`src/rtl/atari_audio_pkg.sv`:
```
// Shared constants and types for the Atari audio serial output path.
// Used by i2s_audio_tx and its bit-clock generator.
package atari_audio_pkg;

    localparam int SAMPLE_BITS = 16;
    localparam int FRAME_BITS  = 2 * SAMPLE_BITS;
    localparam int BIT_CNT_W   = $clog2(FRAME_BITS);

    localparam logic [BIT_CNT_W-1:0] LAST_BIT = BIT_CNT_W'(FRAME_BITS - 1);

    typedef struct packed {
        logic [SAMPLE_BITS-1:0] left;
        logic [SAMPLE_BITS-1:0] right;
    } stereo_pair_t;

    // What the shifter receives at a frame boundary.
    typedef enum logic [1:0] {
        LOAD_NONE,
        LOAD_FRESH,
        LOAD_REPEAT
    } load_kind_t;

    function automatic stereo_pair_t pack_pair(
        input logic [SAMPLE_BITS-1:0] l,
        input logic [SAMPLE_BITS-1:0] r
    );
        stereo_pair_t p;
        p.left  = l;
        p.right = r;
        return p;
    endfunction

endpackage

```
`src/rtl/i2s_bck_gen.sv`:
```
// Bit-clock divider: BCK toggles every CLK_DIV clk cycles; the tick outputs
// are high in the clk cycle whose edge performs the matching BCK transition.
module i2s_bck_gen #(
    parameter int CLK_DIV = 8
) (
    input  logic clk,
    input  logic reset,
    output logic bck,
    output logic fall_tick,
    output logic rise_tick
);

    localparam logic [7:0] DIV_LAST = 8'(CLK_DIV - 1);

    logic [7:0] r_div_cnt;
    logic       r_bck;
    logic       w_terminal;

    assign w_terminal = (r_div_cnt == DIV_LAST);

    always_ff @(posedge clk or posedge reset) begin
        if (reset) begin
            r_div_cnt <= '0;
            r_bck     <= 1'b0;
        end else if (w_terminal) begin
            r_div_cnt <= '0;
            r_bck     <= ~r_bck;
        end else begin
            r_div_cnt <= r_div_cnt + 8'd1;
        end
    end

    assign bck       = r_bck;
    assign fall_tick = w_terminal & r_bck;
    assign rise_tick = w_terminal & ~r_bck;

endmodule

```
`src/rtl/i2s_audio_tx.sv`:
```
// Stereo I2S transmitter with a one-pair hold buffer and underrun repeat.
// Define I2S_LJ_FORMAT_EN for left-justified framing (default: Philips I2S).
module i2s_audio_tx
    import atari_audio_pkg::*;
#(
    parameter int CLK_DIV     = 8,
    parameter int SAMPLE_BITS = atari_audio_pkg::SAMPLE_BITS
) (
    input  logic                   clk,
    input  logic                   reset,
    input  logic [SAMPLE_BITS-1:0] sample_l,
    input  logic [SAMPLE_BITS-1:0] sample_r,
    input  logic                   sample_valid,
    output logic                   sample_ready,
    output logic                   i2s_bck,
    output logic                   i2s_lrck,
    output logic                   i2s_data,
    output logic                   underrun
);

    logic                  w_bck;
    logic                  w_fall_tick;
    logic                  w_unused_rise_tick;

    logic [BIT_CNT_W-1:0]  r_bit_cnt;
    logic [FRAME_BITS-1:0] r_shifter;
    stereo_pair_t          r_hold;
    stereo_pair_t          r_prev;
    logic                  r_hold_full;
    logic                  r_ready;
    logic                  r_underrun;

    logic                  w_accept;
    logic                  w_frame_load;
    logic                  w_hold_full_next;
    load_kind_t            w_load_kind;
    logic [FRAME_BITS-1:0] w_load_word;

    i2s_bck_gen #(
        .CLK_DIV (CLK_DIV)
    ) u_bck_gen (
        .clk       (clk),
        .reset     (reset),
        .bck       (w_bck),
        .fall_tick (w_fall_tick),
        .rise_tick (w_unused_rise_tick)
    );

    assign w_accept     = sample_valid & r_ready;
    assign w_frame_load = w_fall_tick & (r_bit_cnt == LAST_BIT);

    // An empty buffer at a frame boundary replays the last pair; a pair
    // accepted on that same edge waits in the buffer for the next frame.
    always_comb begin
        w_load_kind      = LOAD_NONE;
        w_load_word      = r_shifter;
        w_hold_full_next = r_hold_full;
        if (w_frame_load) begin
            if (r_hold_full) begin
                w_load_kind      = LOAD_FRESH;
                w_load_word      = r_hold;
                w_hold_full_next = 1'b0;
            end else begin
                w_load_kind = LOAD_REPEAT;
                w_load_word = r_prev;
            end
        end
        if (w_accept) begin
            w_hold_full_next = 1'b1;
        end
    end

    always_ff @(posedge clk or posedge reset) begin
        if (reset) begin
            r_bit_cnt <= '0;
            r_shifter <= '0;
        end else if (w_fall_tick) begin
            r_bit_cnt <= r_bit_cnt + 1'b1;
            if (w_load_kind != LOAD_NONE) begin
                r_shifter <= w_load_word;
            end else begin
                r_shifter <= {r_shifter[FRAME_BITS-2:0], 1'b0};
            end
        end
    end

    always_ff @(posedge clk or posedge reset) begin
        if (reset) begin
            r_hold      <= '0;
            r_prev      <= '0;
            r_hold_full <= 1'b0;
            r_ready     <= 1'b0;
            r_underrun  <= 1'b0;
        end else begin
            r_hold_full <= w_hold_full_next;
            r_ready     <= ~w_hold_full_next;
            r_underrun  <= (w_load_kind == LOAD_REPEAT);
            if (w_accept) begin
                r_hold <= pack_pair(sample_l, sample_r);
            end
            if (w_load_kind == LOAD_FRESH) begin
                r_prev <= r_hold;
            end
        end
    end

`ifdef I2S_LJ_FORMAT_EN
    assign i2s_data = r_shifter[FRAME_BITS-1];
`else
    // One-BCK lag: bit_cnt 0 still carries the previous frame's right LSB.
    logic r_data_dly;

    always_ff @(posedge clk or posedge reset) begin
        if (reset) begin
            r_data_dly <= 1'b0;
        end else if (w_fall_tick) begin
            r_data_dly <= r_shifter[FRAME_BITS-1];
        end
    end

    assign i2s_data = r_data_dly;
`endif

    assign i2s_bck      = w_bck;
    assign i2s_lrck     = r_bit_cnt[BIT_CNT_W-1];
    assign sample_ready = r_ready;
    assign underrun     = r_underrun;

endmodule

```
`config.mk`:
```
export PLATFORM = sky130hd
export DESIGN_NAME = i2s_audio_tx
export DESIGN_NICKNAME = d
export VERILOG_FILES = /design/src/rtl/atari_audio_pkg.sv /design/src/rtl/i2s_bck_gen.sv /design/src/rtl/i2s_audio_tx.sv
export SDC_FILE = /design/constraint.sdc
export NUM_CORES = 1
export LEC_CHECK = 0
export ABC_AREA = 1
export CAP_MARGIN = 20
export CORE_ASPECT_RATIO = 1.75
export CORE_MARGIN = 1.5
export CORE_UTILIZATION = 30
export CTS_CLUSTER_DIAMETER = 40
export CTS_CLUSTER_SIZE = 14
export DETAILED_ROUTE_END_ITERATION = 8
export PLACE_DENSITY_LB_ADDON = 0.25
export SYNTH_ARGS = -nofsm -noshare
export SYNTH_HDL_FRONTEND = slang
export SYNTH_HIERARCHICAL = 1
export SYNTH_SLANG_ARGS = --single-unit
```
`constraint.sdc`:
```
create_clock -name clk -period 9.8 [get_ports clk]
set_clock_uncertainty 0.05 [all_clocks]
set_input_delay 0.98 -clock clk [delete_from_list [all_inputs] [get_ports clk]]
set_output_delay 0.98 -clock clk [all_outputs]
set_load 0.02 [all_outputs]
```
==> results.cfg, run 1 <==
[route]
wirelength_mm = 11.24
route.vias.total = 4020
routedWlPerCell_um = 12.41
post_drt_via_cell_ratio = 4.437
drc = 0
drtIter0Drc = 217
firstDrtPassIters = 4
antenna_left = 0

[clock_tree]
cts.reportedPaths.clkPinSlew_ns = 0.05
cts_buffer_depth = 2
clock_latency_ns = 0.41
ctsHtreeMaxLevel = 4
tritoncts = yes
cts_made_buffers = 17
cts_resized = 0
clkSinkCount = 114
cts_setup_buffers = 0
cts-hold-fix-buffers = 0
cts-root-buf = clkbuf_16

[grt]
grt_max_degree = 73
grt_pass1_vias = 4116
grt_usage_pct = 13.69
grt_first_pass_wirelength_mm = 19.15
antenna_found_initial = 0
grt.overflow.total = 0

[power]
powerDensity_nw_per_um2 = 169.3
clockPowerShare_pct = 53.7
pwr-share-seq_pct = 44.1
combPwrFrac_pct = 2.2
switchingPower_uw = 214.9
leakagePower_uw = 0.003473
swShare_pct = 20.10
total_power_uw = 1069
ir_drop_uv = 69.03
p_int_uw = 854.4

[final_layout]
drive_gt1_share_pct = 11.34
seqCellArea_um2 = 2853
fin_nets = 706
fillers = 1788
area_delta_synth_final_pct = 21.05
diodes = 0
final_common_cell = nand2_1
multi_input_area_um2 = 2088
final_cells = 906
final_cell_mix = nand2_1 (388), dfrtp_1 (114), clkdlybuf4s50_1 (39)

[critical_path]
crit_slowest_cell = nor2_4
r2r_slack_ns = 6.18
crit_arrival_ns = 3.86
setup.worst_path.start = u_bck_gen/r_div_cnt[0]
startpoint_type = flop
max_stage_delay_ns = 0.82
crit_chain = ha_1 > nand3_2 > nor2_4 > inv_2 > nor2_2 > buf_4 > nand2_2 > nor2_4 > inv_2 > nand2_1 > nand2_1
crit_fanout = 39
reg2reg_to = r_prev[26]
timing.rr.start = u_bck_gen/r_div_cnt[0]
end_kind = flop
r2r_cells = 11
critPathRequiredTime_ns = 10.04
worstSetupPathType = flop to flop

[yosys]
synthCells = 634
syn_area_um2 = 5219
syn-num-nets = 672
avgSynthCellArea_um2 = 8.231
yosysWarnings = 6

[placement]
dpl.cell_count = 875
finalWeightedCongestion = 0.7627
dp_hpwl_mm = 7.199
preCtsSetupSlack_ns = 6.133
io_buffers = 39

[sta]
report.final.slew_viol_count = 0
finalSetupViolCount = 0
slew_headroom_pct = 38.79
max_freq_ghz = 0.2761
worst_slew_pin_slew_ns = 0.9181
rsz0062_at_grt = no
hold_viol = 0
finalCriticalPeriod_ns = 3.622
setup-tns-final_ns = 0
finalCritPeriodShare_pct = 36.96
finalWorstSetupSlack_ns = 6.178

[floorplanning]
start_util_pct = 30.65
floorplan.rows = 63
die-area_um2 = 18230
core_area_um2 = 17030
io_pins = 40
die_w_um = 102.7
chipHeight_um = 177.5

[worst_hold_path]
hp-class = flop to flop
whs_path_depth = 2
holdPathEnd = r_prev[23]
hp-start = r_prev[23]

[status]
status = completed

[job]
cap_violations = 0
worst max path at each step:
stage / endpoint / depth (start not counted) / slack [ns]
after floorplan: i2s_data / 1 / 6.01
after global placement: r_prev[3] / 11 / 6.25
after detailed placement: r_prev[2] / 11 / 6.13
after CTS: r_prev[26] / 11 / 6.12
after global routing: r_prev[23] / 11 / 5.75
final: r_prev[26] / 11 / 6.18
critical path, delay by kind of cell, from the launching register on:
| kind | cells | cell delay [ns] |
|---|---|---|
| simple gates | 7 | 1.91 |
| buf+inv | 3 | 0.90 |
| flops | 1 | 0.39 |
| fa+ha+maj | 1 | 0.23 |
flip-flops by register name, indices dropped and copies added, names as in the netlist:
signal and cells:
r_hold 32, r_prev 32, r_shifter 32, u_bck_gen/r_div_cnt 8, r_bit_cnt 5, i2s_data 1, r_hold_full 1, sample_ready 1
u_bck_gen/bck 1, underrun 1
metrics by stage:
stage	hold slack, ns	utilization (%)	cell area, um^2
floorplan	0.3922	-	5219
global placement	0.4033	33.72	5742
detailed placement	0.4084	33.72	5742
CTS	0.4211	36.94	6290
global route	0.4389	37.10	6317
finish	0.4204	37.10	6317
area by class of cell:
cell class	count	area share (%)
clock buffer	25	7.843
clock inverter	5	0.8318
inverter	25	1.525
multi-input combinational	466	33.06
sequential	114	45.16
tap	227	4.496
timing repair buffer	44	7.091
power by group through the flow:
stage               sequential, uW  combinational, uW  clock, uW
floorplan                      479               7.01          0
global placement               479               24.2          0
detailed placement             479               24.6          0
CTS                            471               24.5        587
global route                   471               26.1        611
finish                         471               23.3        575
per-layer routing:
| metal | share of wire [%] | up-vias | track usage, % |
|---|---|---|---|
| met1 | 40 | 1949 | 14.50 |
| met5 | 0 | - | 0 |
| met3 | 2.5 | 18 | 3.466 |
| met2 | 55 | 54 | 24.97 |
| met4 | 2.6 | 0 | 5.936 |
| li1 | - | 1999 | - |
No activity file was read; power rests on OpenSTA's default activity.
==> run 2, diff against run 1 <==
==> constraint.sdc (replaced) <==
create_clock -name clk -period 3.15 [get_ports clk]
set_clock_uncertainty 0.05 [all_clocks]
set_input_delay 0.315 -clock clk [delete_from_list [all_inputs] [get_ports clk]]
set_output_delay 0.315 -clock clk [all_outputs]
set_load 0.02 [all_outputs]
==> run 2 against run 1 <==
Compared with the run above: sequential share of layout area decreased by 0.71 points; first-iteration DRC count decreased by 12%; die area unchanged; routed wire length increased by 0.66%; critical endpoint is now r_shifter[21].
==> results.cfg, run 2 (synthesized netlist as in run 1, its figures left out) <==
[status]
status = completed

[clock_tree]
clock_latency_ns = 0.42
cts-hold-fix-buffers = 0
tritoncts = yes
cts_made_buffers = 17
cts-root-buf = clkbuf_16
clkSinkCount = 114
ctsHtreeMaxLevel = 4
cts_resized = 0
cts.reportedPaths.clkPinSlew_ns = 0.05
cts_buffer_depth = 2
cts_setup_buffers = 0

[grt]
grt_max_degree = 51
grt_usage_pct = 13.87
antenna_found_initial = 0
grt_first_pass_wirelength_mm = 19.48
grt_pass1_vias = 4088
grt.overflow.total = 0

[power]
powerDensity_nw_per_um2 = 557.4
ir_drop_uv = 296.0
leakagePower_uw = 0.003517
total_power_uw = 3578

[route]
dr.max_layer_used = met4
met1_length_mm = 4.543
drtIter0Drc = 192
routedWlPerCell_um = 12.40
wl_met3_um = 292
antenna_left = 0
route.vias.total = 3973
firstDrtPassIters = 4
drc = 0
post_drt_via_cell_ratio = 4.356
wl_met2_mm = 6.099
wirelength_mm = 11.31

[final_layout]
final_cell_mix = nand2_1 (388), dfrtp_1 (114), clkdlybuf4s50_1 (39)
utilization_pct = 37.70
drive_gt1_share_pct = 12.55
final_common_cell = nand2_1
final_cells = 912
fin_nets = 710
seqCellArea_um2 = 2853
area_delta_synth_final_pct = 22.99
fillers = 1782
diodes = 0
reg_top3 = r_hold: 32 flops, r_prev: 32 flops, r_shifter: 32 flops
multi_input_area_um2 = 2088

[placement]
io_buffers = 39
dpl.cell_count = 880
dp_hpwl_mm = 7.465
finalWeightedCongestion = 0.7775

[sta]
worst_slew_pin_slew_ns = 0.5894
rsz0062_at_grt = no
finalCriticalPeriod_ns = 2.291
fin_hold_ws_ns = 0.2166
hold_viol = 0
finalSetupViolCount = 0
setup-tns-final_ns = 0
report.final.slew_viol_count = 0
max_freq_ghz = 0.4365
finalCritPeriodShare_pct = 72.73
slew_headroom_pct = 60.65

[floorplanning]
core_area_um2 = 17030
chipHeight_um = 177.5
die-area_um2 = 18230
die_w_um = 102.7
io_pins = 40
start_util_pct = 30.65
floorplan.rows = 63

[worst_hold_path]
hp-class = input pin to async pin

[critical_path]
crit_slowest_cell = inv_2
crit_top_cell = nand2_1
critPathRequiredTime_ns = 3.46
max_stage_delay_ns = 0.52
crit_arrival_ns = 2.60
end_kind = flop
startpoint_type = flop
crit_chain = ha_1 > nand3_2 > nor2_4 > inv_2 > nor2_2 > nand2_2 > inv_2 > nand2_1 > nand2_1 > nand2_1 > nand2_1
crit_fanout = 33
r2r_cells = 11
worstSetupPathType = flop to flop

[job]
cap_violations = 0
-- run 2: changes by cell type in the layout (fill, tap and decap cells not counted), sizes merged --
cell	change
inv	+1
buf	+4
clkinv	+2
clkbuf	-6
bufinv	+3
clkinvlp	+2
-- run 2: worst max-delay path: cells and delay by family, from the launching register on --
family	cells	cell delay [ns]
simple gates	8	1.02
buf+inv	2	0.57
flops	1	0.39
fa+ha+maj	1	0.22
-- run 2: path summary, 6_finish.rpt --
check,from,endpoint,slack (ns)
max in group asynchronous,reset,r_prev[15],2.13
hold / removal,reset,u_bck_gen/r_div_cnt[6],0.22
setup reg to reg,u_bck_gen/r_div_cnt[0],r_shifter[21],0.86
min in group clk,r_prev[4],r_prev[4],0.42
hold reg to reg,r_prev[4],r_prev[4],0.42
setup / recovery,u_bck_gen/r_div_cnt[0],r_shifter[21],0.86
-- run 2: routing by layer --
metal,track usage [%],vias up
met5,0,-
met4,8.219,0
met3,2.757,23
met2,24.78,66
met1,14.70,1880
li1,-,2004
-- run 2: layout make-up --
class / count / share of cell area, %
flip-flops and latches: 114 / 44.44
multi-input cells: 466 / 32.53
repair buffers: 48 / 7.329
clock buffers: 19 / 6.901
well taps: 227 / 4.425
clock inverters: 13 / 2.865
inverters: 25 / 1.501
-- run 2: power breakdown --
| group | leakage (uW) | internal, uW | switching, uW |
|---|---|---|---|
| sequential | 0.00157 | 1470 | 0 |
| clock | 0.000299 | 1340 | 695 |
| combinational | 0.00164 | 40.4 | 34.7 |
| total | 0.00352 | 2850 | 729 |
-- run 2: through the flow --
step	worst slack (ns)	instance area (um^2)
2_1_floorplan	0.02446	5219
3_3_place_gp	0.9090	5792
3_5_place_dp	0.8410	5792
4_1_cts	0.8289	6419
5_1_grt	0.5581	6419
6_report	0.8591	6419
==> run 3, diff against run 2 <==
==> constraint.sdc (replaced) <==
create_clock -name clk -period 2.2 [get_ports clk]
set_clock_uncertainty 0.05 [all_clocks]
set_input_delay 0.22 -clock clk [delete_from_list [all_inputs] [get_ports clk]]
set_output_delay 0.22 -clock clk [all_outputs]
set_load 0.02 [all_outputs]
==> run 3 against run 2 <==
Compared with the run above: hold slack got worse by 0.093 ns; combinational power up 40%; routed wire length shrank 1.9%; count of clock-buffer cells in the layout rose by 2; global-route usage is 0.22 points lower.
==> results.cfg, run 3 (synthesized netlist as in run 1, its figures left out) <==
[route]
post_drt_via_cell_ratio = 4.370
drtIter0Drc = 176
firstDrtPassIters = 4
routedWlPerCell_um = 12.12
antenna_left = 0
wirelength_mm = 11.10
drc = 0
route.vias.total = 4003

[grt]
grt.overflow.total = 0
use_met3_pct = 3.033
grt_usage_pct = 13.66
grtUsageMet1_pct = 14.92
met2_usage_pct = 23.90
grt_pass1_vias = 4138
busiest_layer = met2
grt_first_pass_wirelength_mm = 19.10
grt_max_degree = 106
antenna_found_initial = 0

[critical_path]
crit_chain = ha_1 > nand3_2 > nor2_4 > inv_2 > nor2_2 > nand2_2 > nor2_4 > inv_2 > nand2_1 > nand2_1
max_stage_delay_ns = 0.39
crit_arrival_ns = 2.23
crit_fanout = 30
end_kind = flop
critPathRequiredTime_ns = 2.45
worstSetupPathType = flop to flop
crit_slowest_cell = dfrtp_1
startpoint_type = flop

[clock_tree]
cts_resized = 0
ctsHtreeMaxLevel = 4
cts_setup_buffers = 0
cts_made_buffers = 17
clock_latency_ns = 0.41
cts-hold-fix-buffers = 0
cts.reportedPaths.clkPinSlew_ns = 0.05
tritoncts = yes
cts-root-buf = clkbuf_16
clkSinkCount = 114
cts_buffer_depth = 2

[sta]
setup-tns-final_ns = 0
worst_slew_pin_slew_ns = 0.5597
finalWorstSetupSlack_ns = 0.2170
finalCritPeriodShare_pct = 90.14
hold_viol = 0
finalSetupViolCount = 0
fin_hold_ws_ns = 0.1233
max_freq_ghz = 0.5043
rsz0062_at_grt = no
report.final.slew_viol_count = 0
finalCriticalPeriod_ns = 1.983
slew_headroom_pct = 62.68

[floorplanning]
start_util_pct = 30.65
die-area_um2 = 18230
die_w_um = 102.7
chipHeight_um = 177.5
floorplan.rows = 63
core_area_um2 = 17030
io_pins = 40

[job]
cap_violations = 0

[final_layout]
reg_top3 = r_hold: 32 flops, r_prev: 32 flops, r_shifter: 32 flops
final_common_cell = nand2_1
utilization_pct = 37.81
fin_nets = 715
diodes = 0
drive_gt1_share_pct = 12.92
fin_area_um2 = 6437
final_cell_mix = nand2_1 (388), dfrtp_1 (114), clkdlybuf4s50_1 (39)
area_delta_synth_final_pct = 23.35

[placement]
dp_hpwl_mm = 7.319
post_dp_cell_area_um2 = 5843
finalWeightedCongestion = 0.7458
preCtsSetupSlack_ns = 0.1822
io_buffers = 39

[power]
powerDensity_nw_per_um2 = 771.0
leakagePower_uw = 0.003535
ir_drop_uv = 531.9

[status]
status = completed

[worst_hold_path]
hp-class = input pin to async pin
run 3: cell type report:
cell class                      instances  area (um^2)
Fill cell                            1785        10590
Inverter                               25        97.59
Clock buffer                           21        460.4
Clock inverter                         10        133.9
Timing Repair Buffer                   53        520.5
Tap cell                              227        284.0
Multi-Input combinational cell        466         2088
Sequential cell                       114         2853
run 3: power breakdown:
group | switching, uW | internal (uW) | leakage, uW | total, uW
clock | 934 | 1820 | 0.000289 | 2760
sequential | 0 | 2100 | 0.00157 | 2100
combinational | 48.6 | 56.6 | 0.00167 | 105
run 3: worst paths after layout:
path	start	end	slack [ns]	depth (start not counted)
min in group clk	sample_l[10]	r_hold[26]	0.37	2
hold / removal	reset	u_bck_gen/r_div_cnt[6]	0.12	2
hold reg to reg	r_prev[4]	r_prev[4]	0.42	2
setup reg to reg	u_bck_gen/r_div_cnt[0]	r_prev[21]	0.22	10
max in group asynchronous	reset	r_shifter[0]	1.38	3
setup / recovery	u_bck_gen/r_div_cnt[0]	r_prev[21]	0.22	10
run 3: critical path: cells and delay by family (launching register included):
| family | cells | cell delay [ns] |
|---|---|---|
| and+or+nand+nor | 7 | 0.93 |
| buffers and inverters | 2 | 0.28 |
| DFF | 1 | 0.39 |
| adders and majority gates | 1 | 0.22 |
run 3: metrics by stage:
| stage | power [uW] | std cells |
|---|---|---|
| detailed placement | 2246 | 885 |
| global route | 5137 | 916 |
| floorplan | 2167 | 634 |
| global placement | 2244 | 885 |
| finish | 4963 | 916 |
| CTS | 5035 | 916 |
run 3: metal layers:
layer  wire, um  vias to the layer above  part of all wire, %
met4        330                        0                  3.0
met2       5934                       68                   53
met5          0                        -                    0
met3        285                       14                  2.6
li1           -                     2012                    -
met1       4551                     1909                   41
